### src/rtl/seq_complementer.sv
// Digit-serial complementer. It processes the captured operand DIGIT bits per
// clock, LSB slice first. The modes are ones' complement, twos' complement,
// absolute value and pass-through. The result, ovf and zero are registered and
// change only on the cycle that follows the DONE state.
//
// Handshake: start is sampled on every rising edge. It is accepted only in
// IDLE or DONE, and that same edge captures A and mode. start in RUN is
// ignored. done is a one-cycle pulse that marks the cycle in which out, ovf
// and zero first show the new result. busy is high exactly while in RUN.
module seq_complementer #(
  parameter int WIDTH = 8,
  parameter int DIGIT = 2
) (
  input  logic             clk,
  input  logic             rst,
  input  logic             start,
  input  logic [1:0]       mode,
  input  logic [WIDTH-1:0] A,
  output logic [WIDTH-1:0] out,
  output logic             busy,
  output logic             done,
  output logic             ovf,
  output logic             zero,
  output logic [1:0]       fsm_state
);

  localparam int N  = WIDTH / DIGIT;
  localparam int CW = (N > 1) ? $clog2(N) : 1;
  localparam logic [WIDTH-1:0] MOST_NEG = {1'b1, {(WIDTH-1){1'b0}}};

  typedef enum logic [1:0] {
    S_IDLE = 2'd0,
    S_RUN  = 2'd1,
    S_DONE = 2'd2
  } state_t;

  state_t state, state_next;

  logic [WIDTH-1:0] a_sh;      // captured operand, shifted right one slice per RUN cycle
  logic [WIDTH-1:0] res;       // result, filled from the top one slice per RUN cycle
  logic             neg_r;     // slice rule is ~slice + carry
  logic             inv_r;     // slice rule is ~slice
  logic             carry;
  logic             ovf_pend;
  logic [CW-1:0]    cnt;

  logic                   capture;
  logic                   last_slice;
  logic [DIGIT-1:0]       slice;
  logic [DIGIT:0]         sum;
  logic [DIGIT-1:0]       res_slice;
  logic [WIDTH+DIGIT-1:0] res_wide;
  logic [WIDTH+DIGIT-1:0] res_shift;
  logic [WIDTH-1:0]       res_next;

  assign capture    = start && ((state == S_IDLE) || (state == S_DONE));
  assign last_slice = (cnt == CW'(N - 1));

  // Slice datapath: pick the rule for this slice and build the next shifted result.
  always_comb begin
    slice     = a_sh[DIGIT-1:0];
    sum       = {1'b0, ~slice} + {{DIGIT{1'b0}}, carry};
    res_slice = slice;
    if (neg_r) begin
      res_slice = sum[DIGIT-1:0];
    end else if (inv_r) begin
      res_slice = ~slice;
    end
    res_wide  = {res_slice, res};
    res_shift = res_wide >> DIGIT;
    res_next  = res_shift[WIDTH-1:0];
  end

  // FSM state register.
  always_ff @(posedge clk) begin
    if (rst) begin
      state <= S_IDLE;
    end else begin
      state <= state_next;
    end
  end

  // FSM next-state logic.
  always_comb begin
    state_next = state;
    case (state)
      S_IDLE:  state_next = start ? S_RUN : S_IDLE;
      S_RUN:   state_next = last_slice ? S_DONE : S_RUN;
      S_DONE:  state_next = start ? S_RUN : S_IDLE;
      default: state_next = S_IDLE;
    endcase
  end

  // FSM outputs: busy, plus the raw state for observation.
  always_comb begin
    busy      = (state == S_RUN);
    fsm_state = state;
  end

  // Operand capture, per-slice processing and result publication.
  always_ff @(posedge clk) begin
    if (rst) begin
      a_sh     <= '0;
      res      <= '0;
      neg_r    <= 1'b0;
      inv_r    <= 1'b0;
      carry    <= 1'b0;
      ovf_pend <= 1'b0;
      cnt      <= '0;
      out      <= '0;
      done     <= 1'b0;
      ovf      <= 1'b0;
      zero     <= 1'b0;
    end else begin
      done <= (state == S_DONE);
      if (state == S_DONE) begin
        out  <= res;
        ovf  <= ovf_pend;
        zero <= (res == '0);
      end
      if (capture) begin
        a_sh     <= A;
        inv_r    <= (mode == 2'b00);
        neg_r    <= (mode == 2'b01) || ((mode == 2'b10) && A[WIDTH-1]);
        ovf_pend <= ((mode == 2'b01) || (mode == 2'b10)) && (A == MOST_NEG);
        carry    <= 1'b1;
        cnt      <= '0;
      end else if (state == S_RUN) begin
        a_sh  <= a_sh >> DIGIT;
        res   <= res_next;
        carry <= sum[DIGIT];
        cnt   <= cnt + CW'(1);
      end
    end
  end

endmodule
### config.mk
export PLATFORM = sky130hd
export DESIGN_NAME = seq_complementer
export DESIGN_NICKNAME = d
export VERILOG_FILES = /design/src/rtl/seq_complementer.sv
export SDC_FILE = /design/constraint.sdc
export NUM_CORES = 1
export LEC_CHECK = 0
export ABC_AREA = 1
export BUFFER_PORTS_ARGS = -buffer_cell sky130_fd_sc_hd__buf_2
export CELL_PAD_IN_SITES_DETAIL_PLACEMENT = 1
export CELL_PAD_IN_SITES_GLOBAL_PLACEMENT = 1
export CORE_ASPECT_RATIO = 0.7
export CORE_MARGIN = 1.5
export CORE_UTILIZATION = 42
export DETAILED_ROUTE_END_ITERATION = 10
export HOLD_SLACK_MARGIN = 0.08
export PLACE_DENSITY_LB_ADDON = 0.1
export SKIP_CTS_REPAIR_TIMING = 1
export SYNTH_ARGS = -nofsm -noshare
export SYNTH_HDL_FRONTEND = slang
export SYNTH_SLANG_ARGS = --single-unit
### constraint.sdc
create_clock -name clk -period 2.4 [get_ports clk]
set_input_delay 0.24 -clock clk [delete_from_list [all_inputs] [get_ports clk]]
set_output_delay 0.24 -clock clk [all_outputs]
set_load 0.02 [all_outputs]
; ---- Yosys cells after proc, flatten, opt, wreduce, memory -nomap -nowiden
; Index checks and enable logic that the tools add are counted.
[totals]
register_bits = 35
out_inout_bits = 14
elab_cells = 44
[classes]
add_sub_neg = 2
n_eq_ne = 6
n_mux = 9
bitwise_logic = 2
reduce_logical = 13
[ops]
columns = op, count
row1 = 8-bit 2-to-1 mux, 2
row2 = "8-bit equality test, second input constant", 1
row3 = 8-bit zero test, 1
row4 = "2-bit equality test, second input constant", 3
row5 = 2-bit 2-to-1 mux, 3
row6 = "2-bit by 1-bit equality test with 1-bit output, second input constant", 2
row7 = 2-bit zero test, 2
row8 = 2-bit case mux with 2 select lines, 1
row9 = 2-bit OR reduction, 2
row10 = 2-bit by 1-bit adder with 3-bit output, 1
row11 = 1-bit logical AND, 3
row12 = 1-bit logical OR, 3
row13 = 1-bit 2-to-1 mux, 3
row14 = "2-bit by 1-bit adder with 2-bit output, second input constant", 1
row15 = 2-bit NOT, 1
row16 = 2-bit AND reduction, 1
row17 = 2-bit nonzero test, 1
row18 = 1-bit NOT, 1

; ---- Depth between registers and ports, before layout
; Gate-level depths: netlist of run 1.
[logic_depth]
ltp_word = 5
mapped_depth = 6
ltp_nobuf = 6

; ---- Worst setup path before layout of run 1
; OpenSTA, ideal clock, no wires.
[synth_path]
path_kind = reg2reg
from = register state[1], in the netlist fsm_state[1]
to = register res[4]
setup_time_ns = 0.128
arrival_time_ns = 1.102
setup_slack_ns = 1.170
stages_incl_launch_ff = 6
path_buffers = 0
path_cell_list = dfxtp_1 inv_1 nand2_2 inv_1 o21ai_0 a21oi_1
[synth_via]
elab_cells_between_ends = 7
classes_between = eq/ne (2) / bitwise (1) / reduce/logical (4)
[synth_lines]
columns = item, line_no
row1 = start: declaration, 37  ; state_t state, state_next;
row2 = start signal: assignment, 79  ; state <= state_next;
row3 = 2-bit by 1-bit equality test with 1-bit output, --
row4 = net busy, 20  ; output logic busy,
row5 = 2-bit AND reduction (no source line), --
row6 = end signal: assignment, 130  ; res <= res_next;
row7 = end: declaration, 40  ; logic [WIDTH-1:0] res;
; The timed path passes the listed nets, and every way through them passes these cells.
; A chain may end at the register's enable or synchronous reset.

; ---- Worst setup path in the final report of run 1
[layout_path]
from = register state[1], in the netlist fsm_state[1]
to = output busy
[layout_via]
elab_chain_len = 1
[layout_lines]
columns = item, line_no
row1 = 2-bit by 1-bit equality test with 1-bit output, 96  ; busy = (state == S_RUN);
row2 = end: declaration, 20
; Every way passes these cells.

==> insert_results.sql, run 1 <==
INSERT INTO impl_metrics (metric_group, metric, value, unit) VALUES
('outcome', 'run_status', 'finished clean', ''),
('detailed_routing', 'wl_per_cell', '14.6', 'um'),
('synth', 'synth.net_count', '207', ''),
('sta', 'relSlewSlack', '57.4', '%'),
('synth', 'yosysSeqAreaShare', '48.8', '%'),
('power', 'ir_drop_worst_case_vdd', '0.428', 'mV'),
('synth', 'postSynthAreaPerCell', '7.64', 'um^2'),
('cts', 'cts_max_level', '2', ''),
('sta', 'min_period_over_period', '72.8', '%'),
('die', 'core_region_area', '0.00321', 'mm^2'),
('synth', 'synth.ff_latch_count', '35', ''),
('cts', 'cts_num_sinks', '35', ''),
('critical_path', 'top_fanout_value_on_the_critical_path', '19', ''),
('place', 'place_congestion', '0.822', ''),
('die', 'die-height', '51.9', 'um'),
('detailed_routing', 'detail_route.drc_violations', '0', ''),
('power', 'leakage_power', '0.802', 'nW'),
('cells_and_area', 'final_cell_count_no_fill', '263', ''),
('place', 'placed_cells', '256', ''),
('cells_and_area', 'layout-drive-gt1-share', '18.1', '%'),
('critical_path', 'worstPathRequired', '2160', 'ps'),
('die', 'die-width', '72.9', 'um'),
('min_path', 'min-delay-path-class', 'input port to flop', ''),
('synth', 'yosysUniqueCellTypes', '16', ''),
('global_routing', 'global_route_wire_length_before_repair', '6.42', 'mm'),
('cts', 'clkLatencyLatePin', '280', 'ps'),
('critical_path', 'rr_worst_depth', '6', ''),
('power', 'power.density', '739', 'mW/mm^2'),
('critical_path', 'crit-reg2reg-capture', 'a_sh[4]$_SDFFE_PP0P_', ''),
('sta', 'finalCriticalPeriod', '1750', 'ps'),
('die', 'start_util', '44.7', '%'),
('place', 'port_buffers', '26', ''),
('min_path', 'holdPathStages', '3', ''),
('sta', 'max_clock_freq', '0.572', 'GHz'),
('die', 'design.die.area', '0.00379', 'mm^2'),
('sta', 'final_clock_skew', '4.22', 'ps'),
('die', 'cell_row_count', '17', ''),
('critical_path', 'worstPathArrival', '1510', 'ps'),
('cts', 'clk_pin_slew_worst_paths', '70', 'ps'),
('die', 'num_io_pins', '27', ''),
('global_routing', 'grt_max_degree', '25', ''),
('place', 'hpwlAfterDp', '2.80', 'mm'),
('critical_path', 'crit-reg2reg-launch', 'fsm_state[1]$_SDFF_PP0_', ''),
('critical_path', 'reg2reg_slack', '980', 'ps'),
('synth', 'yosys_warnings', '0', ''),
('detailed_routing', 'via_per_inst', '4.93', ''),
('cells_and_area', 'areaGrowthSynthToFinish', '17.4', '%'),
('synth', 'synth.cell_area', '0.00144', 'mm^2'),
('critical_path', 'path_class', 'flop to output port', ''),
('sta', 'holdWs', '219', 'ps'),
('min_path', 'whs_endpoint', 'a_sh[6]$_SDFFE_PP0P_', ''),
('sta', 'slew_violations', '0', ''),
('cts', 'cts_inserted_buffers', '5', ''),
('global_routing', 'grt_util_all_layers', '23.1', '%'),
('global_routing', 'grt_antenna_before_repair', '0', ''),
('min_path', 'min-delay-start', 'A[6]', ''),
('cells_and_area', 'layout_fillers', '412', ''),
('detailed_routing', 'initialDrtViolationCount', '86', ''),
('synth', 'syn-instance-count', '188', ''),
('global_routing', 'grt_pass1_vias', '1312', ''),
('critical_path', 'setup.worst_path.start_class', 'flop', ''),
('global_routing', 'global_route.overflow_total', '0', ''),
('sta', 'hold_viol_final', '0', ''),
('cts', 'max-clock-path-buffers', '2', ''),
('detailed_routing', 'detail-route-antenna-nets', '0', ''),
('run', 'drv.max_cap_violation_count', '0', ''),
('sta', 'setup-violations-final', '0', ''),
('cells_and_area', 'n_antenna_cell', '0', ''),
('critical_path', 'endpoint_kind', 'output port', ''),
('sta', 'setup_repair_after_global_routing_missed_its_margin', 'no', ''),
('cts', 'master_cell_of_the_clock_root_buffer', 'sky130_fd_sc_hd__clkbuf_8', ''),
('cts', 'tritoncts', 'done', ''),
('detailed_routing', 'drt-pass1-iter-count', '4', ''),
('sta', 'tightest_slew', '636', 'ps'),
('detailed_routing', 'wl', '3.84', 'mm'),
('cells_and_area', 'finalNetCount', '235', ''),
('sta', 'totalNegativeSetupSlack', '0', 'ps'),
('detailed_routing', 'total_vias_in_the_final_route', '1296', '');
metal layers:
layer / up-vias / track usage, % / part of all wire, %
li1: 661 / - / -
met1: 614 / 32.7 / 54
met2: 16 / 34.7 / 43
met3: 5 / 5.23 / 2.3
met4: 0 / 7.23 / 0.76
met5: - / 0 / 0
kinds of logic after synthesis:
family	share of synthesized area, %
and+or+nand+nor	17.8
AOI/OAI and AO/OA	18.7
DFF	48.8
buffers and inverters	8.88
adders and majority gates	5.23
xor gates and xnor gates	0.610
registers in the layout (all words and copies together) (netlist names), 2 cells and up:
register / count
out: 8
cnt: 2
res: 8
a_sh: 8
fsm_state: 2
Yosys cell counts:
library cell,n,area share (%)
sky130_fd_sc_hd__a21oi_1,27,9.4
sky130_fd_sc_hd__a31oi_1,1,0.44
sky130_fd_sc_hd__buf_4,2,1.0
sky130_fd_sc_hd__clkbuf_1,3,0.78
sky130_fd_sc_hd__dfxtp_1,35,49
sky130_fd_sc_hd__ha_1,6,5.2
sky130_fd_sc_hd__inv_1,25,6.5
sky130_fd_sc_hd__inv_2,2,0.52
sky130_fd_sc_hd__nand2_1,25,6.5
sky130_fd_sc_hd__nand2_2,4,1.7
sky130_fd_sc_hd__nand3_1,9,3.1
sky130_fd_sc_hd__nor2_1,19,5.0
sky130_fd_sc_hd__nor3_1,4,1.4
sky130_fd_sc_hd__o21ai_0,23,8.0
sky130_fd_sc_hd__o22ai_1,2,0.87
sky130_fd_sc_hd__xor2_1,1,0.61
cells in the final DEF, fill, tap and decap left out, types with 2 or more instances in the layout:
master                     netlist  final
sky130_fd_sc_hd__o22ai_1         2      2
sky130_fd_sc_hd__inv_2           2      2
sky130_fd_sc_hd__clkbuf_8        0      6
sky130_fd_sc_hd__a21oi_1        27     27
sky130_fd_sc_hd__o21ai_0        23     23
sky130_fd_sc_hd__nor2_1         19     19
sky130_fd_sc_hd__buf_2           0     26
sky130_fd_sc_hd__nand3_1         9      9
sky130_fd_sc_hd__dfxtp_1        35     35
sky130_fd_sc_hd__inv_1          25     25
sky130_fd_sc_hd__nor3_1          4      4
sky130_fd_sc_hd__ha_1            6      6
sky130_fd_sc_hd__nand2_2         4      4
sky130_fd_sc_hd__nand2_1        25     25
worst max path at each step:
| stage | start | endpoint | slack (ps) |
|---|---|---|---|
| 2_1_floorplan | fsm_state[1]$_SDFF_PP0_ | res[4]$_SDFFE_PP0P_ | 1170 |
| 3_3_place_gp | fsm_state[0]$_SDFF_PP0_ | ovf_pend$_SDFFE_PP0P_ | 1010 |
| 3_5_place_dp | fsm_state[1]$_SDFF_PP0_ | busy | 980 |
| 4_1_cts | fsm_state[1]$_SDFF_PP0_ | busy | 670 |
| 5_1_grt | fsm_state[1]$_SDFF_PP0_ | busy | 570 |
| 6_report | fsm_state[1]$_SDFF_PP0_ | busy | 650 |
stage by stage:
stage / area (um^2) / total power [mW] / utilization, % / setup slack (ps)
global placement: 1600 / 0.817 / 49.8 / 1010
global route: 1690 / 1.31 / 52.5 / 571
finish: 1690 / 1.25 / 52.5 / 653
detailed placement: 1600 / 0.826 / 49.8 / 976
CTS: 1690 / 1.25 / 52.5 / 669
floorplan: 1440 / 0.768 / - / 1170
final cells by class:
type                       instances  area (um^2)  area share (%)
clock buffer                       6         82.6            4.90
clock inverter                     1         5.00           0.297
inverter                          27          101            6.01
multi-input combinational        121          608            36.1
sequential                        35          701            41.5
tap                               47         58.8            3.49
timing repair buffer              26          130            7.72
report_power, final:
part / internal [mW] / leakage, nW / switching, mW
registers: 0.618 / 0.286 / 0.0276
clock network: 0.225 / 0.0470 / 0.203
logic: 0.0561 / 0.470 / 0.117
total: 0.899 / 0.802 / 0.348
critical path, stage by stage (launching register included):
cell and delay (ps):
sky130_fd_sc_hd__dfxtp_1 390, sky130_fd_sc_hd__inv_1 90, sky130_fd_sc_hd__nand2_2 310, sky130_fd_sc_hd__inv_1 220, sky130_fd_sc_hd__buf_2 210
No activity file was read; power rests on OpenSTA's default activity.
==> inputs of run 2 (changes only) <==
CORE_UTILIZATION = 35   (was 42)
clock period = 1.6 ns   (was 2.4 ns; I/O delays follow)
==> insert_results.sql, run 2 (same netlist as run 1, synthesis figures left out) <==
INSERT INTO impl_metrics (metric_group, metric, value, unit) VALUES
('global_routing', 'global_route_wire_length_before_repair', '6.53', 'mm'),
('cts', 'clk_pin_slew_worst_paths', '70', 'ps'),
('cells_and_area', 'mostFrequentLayoutCell', 'sky130_fd_sc_hd__dfxtp_1', ''),
('die', 'num_io_pins', '27', ''),
('cells_and_area', 'layout-drive-gt1-share', '20.6', '%'),
('sta', 'final_clock_skew', '3.96', 'ps'),
('detailed_routing', 'drt-pass1-iter-count', '4', ''),
('global_routing', 'global_route.overflow_total', '0', ''),
('detailed_routing', 'detail-route-antenna-nets', '0', ''),
('global_routing', 'grt_util_all_layers', '19.2', '%'),
('die', 'die-height', '56.6', 'um'),
('power', 'ir_drop_worst_case_vdd', '0.636', 'mV'),
('sta', 'slew_violations', '0', ''),
('critical_path', 'path_class', 'flop to output port', ''),
('place', 'hpwlAfterDp', '2.96', 'mm'),
('detailed_routing', 'wl_per_cell', '14.0', 'um'),
('sta', 'hold_viol_final', '0', ''),
('cells_and_area', 'commonest_non_fill_non_tap_cells_in_the_layout', 'sky130_fd_sc_hd__dfxtp_1 (35), sky130_fd_sc_hd__a21oi_1 (27), sky130_fd_sc_hd__buf_2 (26)', ''),
('global_routing', 'grt_max_degree', '16', ''),
('cells_and_area', 'areaGrowthSynthToFinish', '20.7', '%'),
('outcome', 'run_status', 'finished clean', ''),
('detailed_routing', 'wl', '3.85', 'mm'),
('place', 'port_buffers', '26', ''),
('detailed_routing', 'initialDrtViolationCount', '30', ''),
('die', 'design.die.area', '0.00450', 'mm^2'),
('detailed_routing', 'total_vias_in_the_final_route', '1328', ''),
('power', 'power.density', '1060', 'mW/mm^2'),
('power', 'leakage_power', '0.832', 'nW'),
('cells_and_area', 'n_antenna_cell', '0', ''),
('min_path', 'min-delay-path-class', 'input port to flop', ''),
('critical_path', 'worstPathRequired', '1440', 'ps'),
('min_path', 'whs_endpoint', 'a_sh[6]$_SDFFE_PP0P_', ''),
('run', 'drv.max_cap_violation_count', '0', ''),
('detailed_routing', 'via_per_inst', '4.83', ''),
('die', 'core_region_area', '0.00392', 'mm^2'),
('die', 'start_util', '36.6', '%'),
('cells_and_area', 'finalNetCount', '241', ''),
('global_routing', 'grt_antenna_before_repair', '0', ''),
('place', 'placed_standard_cell_area', '0.00165', 'mm^2'),
('sta', 'tightest_slew', '392', 'ps'),
('cells_and_area', 'top_regs', 'a_sh: 8 flops, out: 8 flops, res: 8 flops', ''),
('cts', 'cts_num_sinks', '35', ''),
('min_path', 'holdPathStages', '3', ''),
('cts', 'cts_max_level', '2', ''),
('sta', 'totalNegativeSetupSlack', '0', 'ps'),
('cts', 'max-clock-path-buffers', '2', ''),
('sta', 'max_clock_freq', '0.674', 'GHz'),
('place', 'place_congestion', '0.790', ''),
('cells_and_area', 'layout_fillers', '518', ''),
('critical_path', 'worstPathArrival', '1320', 'ps'),
('cts', 'clkLatencyLatePin', '280', 'ps'),
('cells_and_area', 'final_cell_count_no_fill', '275', ''),
('sta', 'holdWs', '133', 'ps'),
('critical_path', 'crit-reg2reg-capture', 'out[1]$_SDFFE_PP0P_', ''),
('min_path', 'min-delay-start', 'A[6]', ''),
('sta', 'setup_repair_after_global_routing_missed_its_margin', 'no', ''),
('cts', 'tritoncts', 'done', ''),
('critical_path', 'crit-reg2reg-launch', 'fsm_state[0]$_SDFF_PP0_', ''),
('critical_path', 'rr_worst_depth', '5', ''),
('critical_path', 'reg2reg_slack', '360', 'ps'),
('die', 'cell_row_count', '19', ''),
('sta', 'setup-violations-final', '0', ''),
('sta', 'finalCriticalPeriod', '1480', 'ps'),
('sta', 'relSlewSlack', '73.9', '%'),
('global_routing', 'grt_pass1_vias', '1336', ''),
('critical_path', 'endpoint_kind', 'output port', ''),
('place', 'placed_cells', '267', ''),
('cells_and_area', 'final_area', '0.00173', 'mm^2'),
('cts', 'master_cell_of_the_clock_root_buffer', 'sky130_fd_sc_hd__clkbuf_8', ''),
('critical_path', 'top_fanout_value_on_the_critical_path', '8', ''),
('sta', 'min_period_over_period', '92.7', '%'),
('detailed_routing', 'detail_route.drc_violations', '0', ''),
('cts', 'cts_inserted_buffers', '5', ''),
('critical_path', 'setup.worst_path.start_class', 'flop', ''),
('die', 'die-width', '79.6', 'um');
run 2: where the power goes:
group          internal (mW)  switching [mW]
Sequential             0.927          0.0383
Combinational         0.0967           0.175
Clock                  0.297           0.311
Total                   1.32           0.525
run 2: worst max-delay path: stages (launching register included):
cell and delay (ps):
sky130_fd_sc_hd__dfxtp_1 410, sky130_fd_sc_hd__inv_1 100, sky130_fd_sc_hd__nand2_2 170, sky130_fd_sc_hd__inv_1 170
sky130_fd_sc_hd__buf_2 190
run 2: metal layers:
| metal | wire (um) | GRT usage [%] |
|---|---|---|
| met4 | 38 | 6.52 |
| met5 | 0 | 0 |
| met2 | 1560 | 26.5 |
| met3 | 119 | 4.72 |
| met1 | 2120 | 28.7 |
run 2: stage by stage:
stage | setup slack [ps] | utilization, % | power, mW
after floorplan | 370 | - | 1.15
after global placement | 407 | 42.1 | 1.25
after detailed placement | 361 | 42.1 | 1.26
after CTS | 111 | 44.2 | 1.87
after global routing | 26.8 | 44.2 | 1.94
final | 117 | 44.2 | 1.85
run 2: final cells by class:
class	instances	area (um^2)	share of cell area, %
Tap cell	52	65.1	3.75
Clock buffer	5	68.8	3.97
Clock inverter	3	15.0	0.866
Inverter	27	101	5.84
Sequential cell	35	701	40.4
Timing Repair Buffer	32	175	10.1
Multi-Input combinational cell	121	608	35.1
run 2: worst max path at each step:
stage | slack [ps] | start | cells after the start | endpoint
floorplan | 370 | fsm_state[1]$_SDFF_PP0_ | 5 | res[4]$_SDFFE_PP0P_
global placement | 410 | fsm_state[0]$_SDFF_PP0_ | 6 | a_sh[0]$_SDFFE_PP0P_
detailed placement | 360 | fsm_state[0]$_SDFF_PP0_ | 5 | out[2]$_SDFFE_PP0P_
CTS | 110 | fsm_state[1]$_SDFF_PP0_ | 4 | busy
global route | 30 | fsm_state[1]$_SDFF_PP0_ | 4 | busy
finish | 120 | fsm_state[1]$_SDFF_PP0_ | 4 | busy
==> inputs of run 3 (changes only) <==
REMOVE_ABC_BUFFERS = 1   (was not set)
==> insert_results.sql, run 3 (same netlist as run 1, synthesis figures left out) <==
INSERT INTO impl_metrics (metric_group, metric, value, unit) VALUES
('outcome', 'run_status', 'finished clean', ''),
('critical_path', 'path_class', 'flop to output port', ''),
('cells_and_area', 'layout-drive-gt1-share', '19.9', '%'),
('critical_path', 'critPathSlowestCell', 'sky130_fd_sc_hd__dfxtp_1', ''),
('detailed_routing', 'detail_route.drc_violations', '0', ''),
('sta', 'hold_viol_final', '0', ''),
('cts', 'cts_num_sinks', '35', ''),
('global_routing', 'grt_antenna_before_repair', '0', ''),
('cts', 'master_cell_of_the_clock_root_buffer', 'sky130_fd_sc_hd__clkbuf_8', ''),
('sta', 'finalCriticalPeriod', '1490', 'ps'),
('cts', 'tritoncts', 'done', ''),
('sta', 'setup-violations-final', '0', ''),
('critical_path', 'path_depth', '4', ''),
('place', 'place_congestion', '0.776', ''),
('global_routing', 'grt_max_degree', '16', ''),
('sta', 'min_period_over_period', '93.4', '%'),
('place', 'port_buffers', '26', ''),
('sta', 'setup_repair_after_global_routing_missed_its_margin', 'no', ''),
('cells_and_area', 'finalNetCount', '240', ''),
('detailed_routing', 'wl_per_cell', '15.0', 'um'),
('cells_and_area', 'areaGrowthSynthToFinish', '20.5', '%'),
('cts', 'clkLatencyLatePin', '290', 'ps'),
('critical_path', 'path_cells', 'inv_1, nand2_2, inv_1, buf_2', ''),
('power', 'ir_drop_worst_case_vdd', '0.690', 'mV'),
('critical_path', 'crit_path_frequent_cell', 'sky130_fd_sc_hd__inv_1', ''),
('cells_and_area', 'top_regs', 'a_sh: 8 flops, out: 8 flops, res: 8 flops', ''),
('detailed_routing', 'via_per_inst', '4.97', ''),
('cts', 'cts_max_level', '2', ''),
('cells_and_area', 'regArea', '701', 'um^2'),
('sta', 'smallest_setup_slack_after_layout', '106', 'ps'),
('detailed_routing', 'detail-route-antenna-nets', '0', ''),
('power', 'power.density', '1090', 'mW/mm^2'),
('detailed_routing', 'initialDrtViolationCount', '70', ''),
('sta', 'relSlewSlack', '73.0', '%'),
('power', 'leakage_power', '0.826', 'nW'),
('global_routing', 'global_route_wire_length_before_repair', '6.94', 'mm'),
('die', 'design.die.area', '0.00450', 'mm^2'),
('critical_path', 'top_fanout_value_on_the_critical_path', '8', ''),
('sta', 'slew_violations', '0', ''),
('cells_and_area', 'multi_input_area', '608', 'um^2'),
('die', 'core_region_area', '0.00392', 'mm^2'),
('detailed_routing', 'total_vias_in_the_final_route', '1358', ''),
('critical_path', 'rr_worst_depth', '6', ''),
('die', 'die-height', '56.6', 'um'),
('place', 'post-place-ws', '340', 'ps'),
('critical_path', 'setup.worst_path.start_class', 'flop', ''),
('cts', 'cts_inserted_buffers', '5', ''),
('critical_path', 'buffer_and_inverter_count_on_the_worst_path', '3', ''),
('min_path', 'min-delay-path-class', 'input port to flop', ''),
('detailed_routing', 'wl', '4.09', 'mm'),
('min_path', 'holdPathStages', '3', ''),
('sta', 'final_clock_skew', '2.85', 'ps'),
('cells_and_area', 'commonest_non_fill_non_tap_cells_in_the_layout', 'sky130_fd_sc_hd__dfxtp_1 (35), sky130_fd_sc_hd__a21oi_1 (27), sky130_fd_sc_hd__buf_2 (26)', ''),
('die', 'start_util', '36.6', '%'),
('global_routing', 'global_route.overflow_total', '0', ''),
('die', 'die-width', '79.6', 'um'),
('cts', 'clk_pin_slew_worst_paths', '60', 'ps'),
('critical_path', 'endpoint_kind', 'output port', ''),
('global_routing', 'grt_util_all_layers', '20.7', '%'),
('cells_and_area', 'layout_fillers', '504', ''),
('sta', 'totalNegativeSetupSlack', '0', 'ps'),
('sta', 'max_clock_freq', '0.669', 'GHz'),
('cts', 'max-clock-path-buffers', '2', ''),
('global_routing', 'grt_pass1_vias', '1442', ''),
('die', 'cell_row_count', '19', ''),
('critical_path', 'critical_path.top_delay_family', 'buffers and inverters', ''),
('place', 'hpwlAfterDp', '3.10', 'mm'),
('die', 'num_io_pins', '27', ''),
('detailed_routing', 'drt-pass1-iter-count', '4', ''),
('run', 'drv.max_cap_violation_count', '0', ''),
('cells_and_area', 'n_antenna_cell', '0', ''),
('sta', 'tightest_slew', '404', 'ps'),
('critical_path', 'worstPathRequired', '1440', 'ps'),
('cells_and_area', 'mostFrequentLayoutCell', 'sky130_fd_sc_hd__dfxtp_1', ''),
('critical_path', 'worstPathArrival', '1330', 'ps'),
('critical_path', 'max_stage_delay', '420', 'ps');
## run 3: worst paths after layout
kind                                start              endpoint  slack (ps)
hold / removal                       A[6]  a_sh[6]$_SDFFE_PP0P_         130
setup / recovery  fsm_state[1]$_SDFF_PP0_                  busy         110
hold reg to reg      a_sh[7]$_SDFFE_PP0P_  a_sh[7]$_SDFFE_PP0P_         480
setup reg to reg  fsm_state[0]$_SDFF_PP0_  a_sh[0]$_SDFFE_PP0P_         320
## run 3: per-layer routing
layer  track usage (%)  routed length, um  up-vias  part of all wire (%)
li1                  -                  -      674                     -
met1              28.8               2080      650                    51
met2              31.2               1810       27                    44
met3              4.72                149        7                   3.6
met4              7.52                 55        0                   1.3
met5                 0                  0        -                     0
## run 3: worst min-delay path, stage by stage
cell and delay [ps]:
sky130_fd_sc_hd__buf_2 90, sky130_fd_sc_hd__inv_1 60, sky130_fd_sc_hd__a21oi_1 60
## run 3: stage by stage
stage | total power, mW | hold slack, ps | instances | util, % | cell area (um^2)
global route | 1.99 | 145 | 273 | 44.1 | 1730
global placement | 1.24 | 425 | 266 | 41.9 | 1640
finish | 1.89 | 129 | 273 | 44.1 | 1730
detailed placement | 1.26 | 435 | 266 | 41.9 | 1640
floorplan | 1.14 | 229 | 183 | - | 1410
CTS | 1.90 | 131 | 273 | 44.1 | 1730
## run 3: final cells by class
cell class	count	area share, %
sequential	35	40.5
multi-input combinational	121	35.1
timing repair buffer	31	9.69
inverter	27	5.86
clock buffer	6	4.77
tap	52	3.76
clock inverter	1	0.289
## run 3: power by group
group | internal [mW] | switching (mW) | leakage (nW)
Clock | 0.337 | 0.306 | 0.0470
Sequential | 0.927 | 0.0406 | 0.286
Combinational | 0.0960 | 0.179 | 0.494
